[src/rtl/seven_seg_capture.sv]
// Receiver for a multiplexed 4-digit active-low seven-segment bus; rebuilds the displayed value.
// Optional SEVEN_SEG_CAPTURE_RAW_EN adds the digits_bcd output.
module seven_seg_capture #(
  parameter int unsigned SETTLE_CYCLES = 1024,
  parameter int unsigned FRAME_TIMEOUT = 1048576
) (
  input  logic        clk,
  input  logic        rst_n,
  input  logic [3:0]  digit,
  input  logic [7:0]  segments,
  output logic [13:0] number,
  output logic [3:0]  dp_mask,
  output logic        number_valid,
  output logic        decode_err,
  output logic        frame_err
`ifdef SEVEN_SEG_CAPTURE_RAW_EN
  ,
  output logic [15:0] digits_bcd
`endif
);

  localparam int unsigned CW = $clog2(SETTLE_CYCLES);
  localparam int unsigned TW = $clog2(FRAME_TIMEOUT);

  typedef enum logic [1:0] {WAIT_D0, WAIT_D1, WAIT_D2, WAIT_D3} state_e;

  state_e          state_q, state_d;
  logic [3:0]      dig_s1_q, dig_s2_q, dig_prev_q;
  logic [7:0]      seg_s1_q, seg_s2_q;
  logic [CW-1:0]   cnt_q, cnt_d;
  logic [TW-1:0]   to_q, to_d;
  logic [2:0][3:0] dig_q, dig_d;
  logic [2:0]      dpb_q, dpb_d;
  logic [13:0]     number_q, number_d;
  logic [3:0]      mask_q, mask_d;
  logic            valid_q, valid_d, dec_q, dec_d, frm_q, frm_d;

  logic            sel_valid, stable, strobe, dec_ok, dp_now, frame_done, bad;
  logic [1:0]      sel_pos;
  logic [3:0]      dec_val;

  always_ff @(posedge clk or negedge rst_n) begin
    if (!rst_n) begin
      dig_s1_q   <= '1;
      dig_s2_q   <= '1;
      dig_prev_q <= '1;
      seg_s1_q   <= '1;
      seg_s2_q   <= '1;
      cnt_q      <= '0;
      to_q       <= '0;
      state_q    <= WAIT_D0;
      dig_q      <= '0;
      dpb_q      <= '0;
      number_q   <= '0;
      mask_q     <= '0;
      valid_q    <= 1'b0;
      dec_q      <= 1'b0;
      frm_q      <= 1'b0;
    end else begin
      dig_s1_q   <= digit;
      dig_s2_q   <= dig_s1_q;
      dig_prev_q <= dig_s2_q;
      seg_s1_q   <= segments;
      seg_s2_q   <= seg_s1_q;
      cnt_q      <= cnt_d;
      to_q       <= to_d;
      state_q    <= state_d;
      dig_q      <= dig_d;
      dpb_q      <= dpb_d;
      number_q   <= number_d;
      mask_q     <= mask_d;
      valid_q    <= valid_d;
      dec_q      <= dec_d;
      frm_q      <= frm_d;
    end
  end

  always_comb begin
    sel_valid = 1'b1;
    sel_pos   = 2'd0;
    case (dig_s2_q)
      4'b0111: sel_pos = 2'd0;
      4'b1011: sel_pos = 2'd1;
      4'b1101: sel_pos = 2'd2;
      4'b1110: sel_pos = 2'd3;
      default: sel_valid = 1'b0;
    endcase
  end

  // Strobe fires on the single cycle the counter steps onto its saturation value.
  always_comb begin
    stable = (dig_s2_q == dig_prev_q);
    strobe = sel_valid && stable && (cnt_q == CW'(SETTLE_CYCLES - 2));
    cnt_d  = cnt_q;
    if (!sel_valid || !stable) begin
      cnt_d = '0;
    end else if (cnt_q != CW'(SETTLE_CYCLES - 1)) begin
      cnt_d = cnt_q + 1'b1;
    end
  end

  always_comb begin
    dec_ok  = 1'b1;
    dec_val = 4'd0;
    dp_now  = ~seg_s2_q[7];
    case (~seg_s2_q[6:0])
      7'h3F: dec_val = 4'd0;
      7'h06: dec_val = 4'd1;
      7'h5B: dec_val = 4'd2;
      7'h4F: dec_val = 4'd3;
      7'h66: dec_val = 4'd4;
      7'h6D: dec_val = 4'd5;
      7'h7D: dec_val = 4'd6;
      7'h07: dec_val = 4'd7;
      7'h7F: dec_val = 4'd8;
      7'h6F: dec_val = 4'd9;
      default: dec_ok = 1'b0;
    endcase
  end

  always_comb begin
    state_d    = state_q;
    dig_d      = dig_q;
    dpb_d      = dpb_q;
    number_d   = number_q;
    mask_d     = mask_q;
    valid_d    = 1'b0;
    dec_d      = 1'b0;
    frm_d      = 1'b0;
    frame_done = 1'b0;
    bad        = 1'b0;

    if (strobe) begin
      if (!dec_ok) begin
        dec_d   = 1'b1;
        state_d = WAIT_D0;
      end else if (sel_pos == 2'd0) begin
        dig_d[0] = dec_val;
        dpb_d[0] = dp_now;
        frm_d    = (state_q == WAIT_D2) || (state_q == WAIT_D3);
        state_d  = WAIT_D1;
      end else begin
        case (state_q)
          WAIT_D1: begin
            if (sel_pos == 2'd1) begin
              dig_d[1] = dec_val;
              dpb_d[1] = dp_now;
              state_d  = WAIT_D2;
            end else begin
              bad = 1'b1;
            end
          end
          WAIT_D2: begin
            if (sel_pos == 2'd2) begin
              dig_d[2] = dec_val;
              dpb_d[2] = dp_now;
              state_d  = WAIT_D3;
            end else begin
              bad = 1'b1;
            end
          end
          WAIT_D3: begin
            if (sel_pos == 2'd3) begin
              frame_done = 1'b1;
              state_d    = WAIT_D0;
            end else begin
              bad = 1'b1;
            end
          end
          default: ;
        endcase
        if (bad) begin
          frm_d   = 1'b1;
          state_d = WAIT_D0;
        end
      end
    end else if (state_q != WAIT_D0 && to_q == TW'(FRAME_TIMEOUT - 1)) begin
      frm_d   = 1'b1;
      state_d = WAIT_D0;
    end

    if (frame_done) begin
      number_d = 14'(dig_q[0]) * 14'd1000 + 14'(dig_q[1]) * 14'd100
               + 14'(dig_q[2]) * 14'd10 + 14'(dec_val);
      mask_d   = {dpb_q[0], dpb_q[1], dpb_q[2], dp_now};
      valid_d  = 1'b1;
    end
  end

  always_comb begin
    to_d = to_q;
    if (strobe || state_q == WAIT_D0) begin
      to_d = '0;
    end else if (to_q != TW'(FRAME_TIMEOUT - 1)) begin
      to_d = to_q + 1'b1;
    end
  end

  assign number       = number_q;
  assign dp_mask      = mask_q;
  assign number_valid = valid_q;
  assign decode_err   = dec_q;
  assign frame_err    = frm_q;

`ifdef SEVEN_SEG_CAPTURE_RAW_EN
  logic [15:0] raw_q, raw_d;

  always_comb begin
    raw_d = raw_q;
    if (frame_done) begin
      raw_d = {dig_q[0], dig_q[1], dig_q[2], dec_val};
    end
  end

  always_ff @(posedge clk or negedge rst_n) begin
    if (!rst_n) begin
      raw_q <= '0;
    end else begin
      raw_q <= raw_d;
    end
  end

  assign digits_bcd = raw_q;
`endif

endmodule

[config.mk]
export PLATFORM = sky130hd
export DESIGN_NAME = seven_seg_capture
export DESIGN_NICKNAME = d
export VERILOG_FILES = /design/src/rtl/seven_seg_capture.sv
export SDC_FILE = /design/constraint.sdc
export NUM_CORES = 1
export LEC_CHECK = 0
export ABC_AREA = 1
export CORE_MARGIN = 5
export CORE_UTILIZATION = 60
export DETAILED_ROUTE_END_ITERATION = 6
export PLACE_DENSITY = 0.77
export SLEW_MARGIN = 20
export SYNTH_ARGS = -nofsm -noshare
export SYNTH_HDL_FRONTEND = slang
export SYNTH_SLANG_ARGS = --single-unit
[constraint.sdc]
create_clock -name clk -period 4.5 [get_ports clk]
set_input_delay 0.9 -clock clk [delete_from_list [all_inputs] [get_ports clk]]
set_output_delay 0.9 -clock clk [all_outputs]
set_load 0.01 [all_outputs]
# Yosys cells after proc, flatten, opt, wreduce, memory -nomap -nowiden
# Index checks and enable logic that the tools add are counted.
[word_totals]
out_inout_bits = 21
inputBits = 14
ram_bits = 0
reg_bits = 96
word_cells = 116
latch_bits = 0
rom_bits = 0
mem_count = 0
[classes]
add_sub_neg = 5
n_lt_le_gt_ge = 0
n_eq_ne = 29
n_shift = 0
n_div = 0
multipliers = 3
reduce_logical = 20
bitwise = 3
mux = 37
[op_table]
columns = ["cell", "n"]
rows = [
  ["equality test 7 bit (second input constant)", 7],
  ["two-way mux 20 bit", 2],
  ["one-hot mux 4 bit (9 select lines)", 1],
  ["two-way mux 1 bit", 21],
  ["adder 20 x 1 -> 20 bit (second input constant)", 1],
  ["equality test 20 bit (second input constant)", 1],
  ["two-way mux 10 bit", 2],
  ["!= test 20 bit (second input constant)", 1],
  ["two-way mux 2 bit", 8],
  ["AND reduction 5 bit", 3],
  ["adder 14 x 11 -> 14 bit", 1],
  ["adder 14 x 4 -> 14 bit", 1],
  ["adder 14 x 8 -> 14 bit", 1],
  ["equality test 7 x 3 -> 1 bit (second input constant)", 2],
  ["equality test 4 bit (second input constant)", 3],
  ["!= test 6 x 4 -> 1 bit (second input constant)", 2],
  ["one-hot mux 2 bit (3 select lines)", 2],
  ["multiplier 4 x 7 -> 11 bit (second input constant)", 1],
  ["adder 10 x 1 -> 10 bit (second input constant)", 1],
  ["equality test 10 bit (second input constant)", 1],
  ["!= test 10 bit (second input constant)", 1],
  ["OR reduction 10 bit", 1],
  ["multiplier 4 x 5 -> 9 bit (second input constant)", 1],
  ["equality test 2 bit (second input constant)", 4],
  ["17 further kinds", 28],
]

# Depth between registers and ports, before layout
# Gate-level depths: netlist of the first run.
[depth]
word_depth = 12
ltp_mapped = 22
depth_no_buf = 22

# Worst setup path after synthesis of the first run
# OpenSTA, ideal clock, no wires.
[synth_path]
kind = "register to register"
start = "register dig_q[2] (netlist name)"
end = "register number_q[12] (netlist: number[12])"
setup_ps = 119
t_required_ps = 4381
period_less_slack_ps = 4011
slack_ps = 489
arrival_time_ps = 3892
n_path_buf = 0
stages_incl_launch_ff = 19
cell_sequence = "dfrtp_1 -> fa_1 -> inv_1 -> fa_1 -> inv_1 -> ha_1 -> a21oi_1 -> nand2_1 -> xor2_1 -> ha_1 -> ha_1 -> ha_1 -> nand2_1 -> nor3_1 -> o21ai_0 -> nand3_1 -> nor2_1 -> o21ai_2 -> nand2_1"
[synth_between]
elab_chain_len = 4
[synth_lines]
columns = ["item", "line_no", "text"]
rows = [
  ["start: declaration", "32", "logic [2:0][3:0] dig_q, dig_d;"],
  ["start signal: assignment", "68", "dig_q <= dig_d;"],
  ["multiplier 4 x 7 -> 11 bit", "183", "number_d = 14'(dig_q[0]) * 14'd1000 + 14'(dig_q[1]) * 14'd100"],
  ["adder 14 x 11 -> 14 bit", "183", ""],
  ["adder 14 x 8 -> 14 bit", "184", "+ 14'(dig_q[2]) * 14'd10 + 14'(dec_val);"],
  ["adder 14 x 4 -> 14 bit", "184", ""],
  ["end signal: assignment", "70", "number_q <= number_d;"],
  ["end: declaration", "34", "logic [13:0] number_q, number_d;"],
]
# No other way between the ends.
# A chain may end at the register's enable or synchronous reset.

# Worst setup path in the final report of the first run
[layout_path]
start = "register dig_q[1] (netlist name)"
end = "register number_q[12] (netlist: number[12])"
# The elaborated chain is that of the path after synthesis.

==> out/results.ini, run 1 <==
[outcome]
status=finished clean

[critical_path]
path_delay_family=adder cells
path_max_fanout=5
endpoint_kind=flip-flop
critical_path_required_ns=4.77
crit_chain=fa_2, inv_1, fa_1, inv_1, ha_1, a21oi_1, nand2_1, xor2_1, ha_1, ha_1, ha_1, nand2_1, nor3_2, o21ai_0, nand3_1, nor2_1, o21ai_2, nand2_1
slowest_stage=fa_2
start_kind=flip-flop
crit_arrival_ns=4.46
worst_path_largest_cell_delay_ns=0.64
crit_type=flip-flop to flip-flop
crit_buf_inv=2
cp_common_cell=ha_1

[timing]
fin_crit_sh_pct=93.0
relSlewSlack_pct=51.3
maxSlewViolCount=0
tightest_slew_ns=0.731
clock.fmax_ghz=0.239
rsz0062_at_grt=false
hold_violations=0
fin_crit_ns=4.19
finalSetupViolCount=0
clock_skew_ns=0.0140
setup-tns-final_ns=0

[layout]
syn2layout_area_growth_pct=10.9
drive_gt1_share_pct=12.0
diodes=0
post-route-util_pct=67.2
finalNetCount=843
instances_no_fill=900

[synthesis]
synth_edf_count=0
synth_nets=804
yosysWarnings=0
ys_top_cells_by_count=nand2_1, inv_1, dfrtp_1
syn_inst=720
seq_area_frac_synth_pct=39.7
ys_async_sr_fraction_pct=100
synth.area.top_cells=dfrtp_1, dfstp_2, ha_1
synth_top_area_cell=dfrtp_1
ys_seq_elements=96
synth_top_cell_area_share_pct=27.7
avgSynthCellArea_um2=8.53
synth_cell_types=43
synth_most_common_cell=nand2_1
synth_ff_type=dfrtp_1
synth.cell_area_mm2=0.00614

[die]
fp.coreArea_mm2=0.0101
die-area_mm2=0.0124
die_y_um=111
initial_core_util_pct=60.6
rows=37
ios=35
die_w_um=111

[drt]
vias=4680
ant_nets=0
drt_pass1_iterations=4
via_per_inst=5.20
dr.first_iter.drc_count=269
wire_per_inst_um=13.5
drc=0
routed_wl_um=12100

[placed_design]
portBuffers=34
placed_cells=884
hpwl_um=9400
gp_congestion=0.909

[clock_network]
h-tree-depth=3
cts_tree=done
hold_buffers=0
post-cts-setup-buffers=0
clockBufferDepth=2
cts_made_buffers=9
cts.sinks=96
clkLatencyLatePin_ns=0.37
clockRootBuffer=clkbuf_8
clk_pin_slew_worst_paths_ns=0.09

[flow_run]
max-cap-violations=0

[grt]
grt_pass1_wl_um=21900
overflow=0
grt_pass1_vias=4738
grt_use_total_pct=21.5
grt_max_degree=83
antenna_found_initial=0

[hold_path]
min_path_type=flip-flop to flip-flop

[power]
design_power_total_mw=1.52
powerDensity_mw_per_mm2=224
leakage_nw=3.40
ir_drop_mv=0.174

-- report_power, final --
group          internal [mW]  switching [mW]
combinational         0.0215          0.0416
sequential             0.885         0.00914
clock                  0.256           0.311
total                   1.16           0.362
-- layer usage --
layer | routed length, µm | GRT usage (%) | share of wire, %
met5 | 0 | 0 | 0
met4 | 198 | 6.49 | 1.6
met3 | 332 | 3.49 | 2.7
met2 | 6570 | 40.0 | 54
met1 | 5010 | 25.3 | 41
-- layout by cell type, fill, tap and decap left out, drive strengths merged --
cell,n
fa,17
ha,53
and3,1
a21o,1
nor2,80
dfstp,28
nand3,45
clkinv,3
a31oi,6
inv,119
a31o,1
xnor2,11
dfrtp,68
nand2,160
nand3b,1
a21oi,21
a211oi,2
nor3,21
buf,2
o21ai,52
o211ai,1
nand4,4
o22ai,1
nor4,1
o31ai,1
o21bai,3
xor2,16
clkbuf,12
clkdlybuf4s50,33
-- sequential cells by signal, indices dropped and copies added, names as in the netlist --
signal / cells
number: 14
frame_err: 1
dp_mask: 4
decode_err: 1
number_valid: 1
dig_s2_q: 4
dig_q: 12
seg_s1_q: 8
cnt_q: 10
state_q: 2
to_q: 20
dig_s1_q: 4
dig_prev_q: 4
seg_s2_q: 8
dpb_q: 3
-- worst paths after layout --
path / endpoint / slack (ns) / start / depth (start not counted)
worst max register to register: number[12] / 0.31 / dig_q[1] / 18
worst min register to register: seg_s2_q[7] / 0.35 / seg_s1_q[7] / 0
worst min-delay path: seg_s2_q[7] / 0.35 / seg_s1_q[7] / 0
worst max-delay path: number[12] / 0.31 / dig_q[1] / 18
min in group asynchronous: dig_q[0] / 0.56 / rst_n / 1
max in group asynchronous: dig_s2_q[1] / 3.16 / rst_n / 2
-- layout make-up --
class	count	area, µm²
fill	823	3330
multi-input combinational	499	3200
sequential	96	2440
inverter	118	448
timing repair buffer	35	349
tap	136	170
clock buffer	12	166
clock inverter	4	32.5
-- repair_timing --
action	CTS	global route
setup endpoints to repair	0	3
hold endpoints to repair	0	0
gates resized for setup	0	7
-- kinds of logic (layout without fill, tap and decap cells) --
| group | count (synthesis) | count (layout) | synth area share, % |
|---|---|---|---|
| buffers and inverters | 125 | 169 | 8.29 |
| XOR/XNOR | 27 | 27 | 3.85 |
| AND/OR/NAND/NOR | 313 | 313 | 24.0 |
| adder cells (fa/ha/maj) | 70 | 70 | 16.3 |
| AO/OA/AOI/OAI | 89 | 89 | 7.84 |
| flip-flops | 96 | 96 | 39.7 |
-- stage by stage --
| stage | worst slack [ns] | hold slack, ns | area (µm²) |
|---|---|---|---|
| 5_1_grt | 0.00786 | 0.360 | 6810 |
| 3_3_place_gp | 0.331 | 0.347 | 6600 |
| 4_1_cts | 0.184 | 0.358 | 6800 |
| 2_1_floorplan | 0.489 | 0.345 | 6140 |
| 3_5_place_dp | 0.195 | 0.347 | 6600 |
| 6_report | 0.314 | 0.353 | 6810 |
Power figures use the tool's default switching activity.
==> run 2: changes to the inputs <==
Settings changed: TNS_END_PERCENT from default to 50.
==> results of run 2 <==
No change in the layout: final DEF, timing and power equal those of run 1.
==> run 3: changes to the inputs <==
Settings changed: GPL_ROUTABILITY_DRIVEN from default to 0.
Clock period 4.5 ns to 5.3 ns, I/O delays scaled along.
==> run 3 against run 2 <==
Effect of this change: power shrank 12%; utilization grew 0.062 points; combinational power shrank 15%; critical path depth is the same; final cell count is the same; setup slack gained 0.59 ns; global-route usage shrank 0.43 points; first-iteration DRC count shrank 3.7%; sequential share of layout area shrank 0.088 points; register-to-register slack gained 0.59 ns; sequential power shrank 15%; highest routed layer unchanged.
==> out/results.ini, run 3 (synthesized netlist as in run 1, its figures left out) <==
[outcome]
status=finished clean  ; unchanged

[power]
pwr-share-clk_pct=39.2  ; was 37.2%
ir_drop_mv=0.133  ; was 0.174 mV
design_power_total_mw=1.34  ; was 1.52 mW
leakage_nw=3.41  ; was 3.40 nW
p_comb_share_pct=4.0  ; was 4.1%
switchingPower_uw=292  ; was 362 µW
powerDensity_mw_per_mm2=196  ; was 224 mW/mm²
swShare_pct=21.8  ; was 23.7%
p_int_mw=1.05  ; was 1.16 mW
seq_power_share_pct=56.8  ; was 58.7%

[timing]
clock_skew_ns=0.0108  ; was 0.0140 ns
setup-tns-final_ns=0  ; unchanged
holdWs_ns=0.357  ; was 0.353 ns
fin_crit_sh_pct=82.9  ; was 93.0%
clock.fmax_ghz=0.228  ; was 0.239 GHz
timing.final.ws_setup_ns=0.906  ; was 0.314 ns
finalSetupViolCount=0  ; unchanged
relSlewSlack_pct=55.0  ; was 51.3%
rsz0062_at_grt=false  ; unchanged
maxSlewViolCount=0  ; unchanged
tightest_slew_ns=0.675  ; was 0.731 ns
fin_crit_ns=4.39  ; was 4.19 ns
hold_violations=0  ; unchanged

[drt]
drt_pass1_iterations=5  ; was 4
vias=4757  ; was 4,680
dr.first_iter.drc_count=259  ; was 269
drc=0  ; unchanged
routed_wl_um=12200  ; was 12,100 µm
wire_per_inst_um=13.6  ; was 13.5 µm
ant_nets=0  ; unchanged
via_per_inst=5.29  ; was 5.20

[placed_design]
hpwl_um=9600  ; was 9400 µm
preCtsSetupSlack_ns=0.960  ; was 0.195 ns
dpl_cell_area_mm2=0.00660  ; unchanged
portBuffers=34  ; unchanged
placed_cells=884  ; unchanged

[grt]
grt_use_total_pct=21.1  ; was 21.5%
grt_pass1_vias=4941  ; was 4,738
grt_max_degree=54  ; was 83
antenna_found_initial=0  ; unchanged
grt_pass1_wl_um=21700  ; was 21,900 µm
overflow=0  ; unchanged

[hold_path]
min_path_type=flip-flop to flip-flop  ; unchanged

[die]
die-area_mm2=0.0124  ; unchanged
initial_core_util_pct=60.6  ; unchanged
die_w_um=111  ; unchanged
die_y_um=111  ; unchanged
ios=35  ; unchanged
rows=37  ; unchanged
fp.coreArea_mm2=0.0101  ; unchanged

[layout]
diodes=0  ; unchanged
final_cell_mix=nand2_1, inv_1, dfrtp_1, nor2_1, ha_1  ; unchanged
drive_gt1_share_pct=11.0  ; was 12.0%
syn2layout_area_growth_pct=11.0  ; was 10.9%
final_common_cell=nand2_1  ; unchanged
post-route-util_pct=67.2  ; about the same
top_register=to_q  ; unchanged
design_area_mm2=0.00682  ; was 0.00681 mm²
finalNetCount=843  ; unchanged
largest_register_ffs=20  ; unchanged
instances_no_fill=900  ; unchanged
fill_cells=825  ; was 823

[clock_network]
clockRootBuffer=clkbuf_8  ; unchanged
hold_buffers=0  ; unchanged
clk_pin_slew_worst_paths_ns=0.09  ; about the same
ctsResizeCount=0  ; unchanged
cts.sinks=96  ; unchanged
h-tree-depth=3  ; unchanged
clkLatencyLatePin_ns=0.36  ; was 0.37 ns
cts_made_buffers=9  ; unchanged
post-cts-setup-buffers=0  ; unchanged
clockBufferDepth=2  ; unchanged
cts_tree=done  ; unchanged

[critical_path]
crit_type=flip-flop to flip-flop  ; unchanged
critical_path_required_ns=5.55  ; was 4.77 ns
crit_arrival_ns=4.65  ; was 4.46 ns
start_kind=flip-flop  ; unchanged
path_max_fanout=6  ; was 5
endpoint_kind=flip-flop  ; unchanged

[flow_run]
max-cap-violations=0  ; unchanged

-- run 3: cell types whose count changed in the layout (fill, tap and decap cells not counted), sizes merged --
cell and delta:
bufinv +1, clkbuf +2, inv -3
-- run 3: final cells by class --
type | count | area, µm² | share of cell area [%]
clock buffer | 14 | 185 | 2.72
clock inverter | 2 | 35.0 | 0.514
inverter | 118 | 448 | 6.57
multi-input combinational | 499 | 3200 | 46.9
tap | 136 | 170 | 2.50
timing repair buffer | 35 | 345 | 5.07
sequential | 96 | 2440 | 35.8
-- run 3: worst paths after layout --
kind                                   from     endpoint  slack [ns]  cells after the start
worst max register to register     dig_q[2]   number[12]        0.91                     18
worst min-delay path            dig_s1_q[2]  dig_s2_q[2]        0.36                      0
min in group asynchronous             rst_n     dig_q[1]        0.72                      1
worst min register to register  dig_s1_q[2]  dig_s2_q[2]        0.36                      0
worst max-delay path               dig_q[2]   number[12]        0.91                     18
max in group asynchronous             rst_n  dig_s1_q[2]        3.58                      2
-- run 3: power by group through the flow --
stage / clock network [mW] / registers (mW) / logic, mW
finish: 0.524 / 0.760 / 0.0536
global route: 0.577 / 0.762 / 0.0612
CTS: 0.543 / 0.760 / 0.0554
detailed placement: 0 / 0.774 / 0.0552
global placement: 0 / 0.772 / 0.0531
floorplan: 0 / 0.771 / 0.0260
-- run 3: layer usage --
layer | GRT usage [%] | vias to the layer above | wire, µm
met5 | 0 | - | 0
met4 | 8.27 | 0 | 380
met3 | 4.04 | 32 | 362
met2 | 38.2 | 102 | 6440
met1 | 24.4 | 2256 | 5040
li1 | - | 2367 | -
-- run 3: critical path: stages, from the launching register on --
cell,delay [ns]
dfrtp_1,0.48
fa_1,0.65
inv_1,0.09
fa_1,0.50
inv_1,0.04
ha_1,0.34
a21oi_1,0.14
nand2_1,0.10
xor2_1,0.16
ha_1,0.29
ha_1,0.29
ha_1,0.36
nand2_1,0.10
nor3_1,0.21
o21ai_0,0.15
nand3_1,0.13
nor2_1,0.06
o21ai_2,0.12
nand2_1,0.05
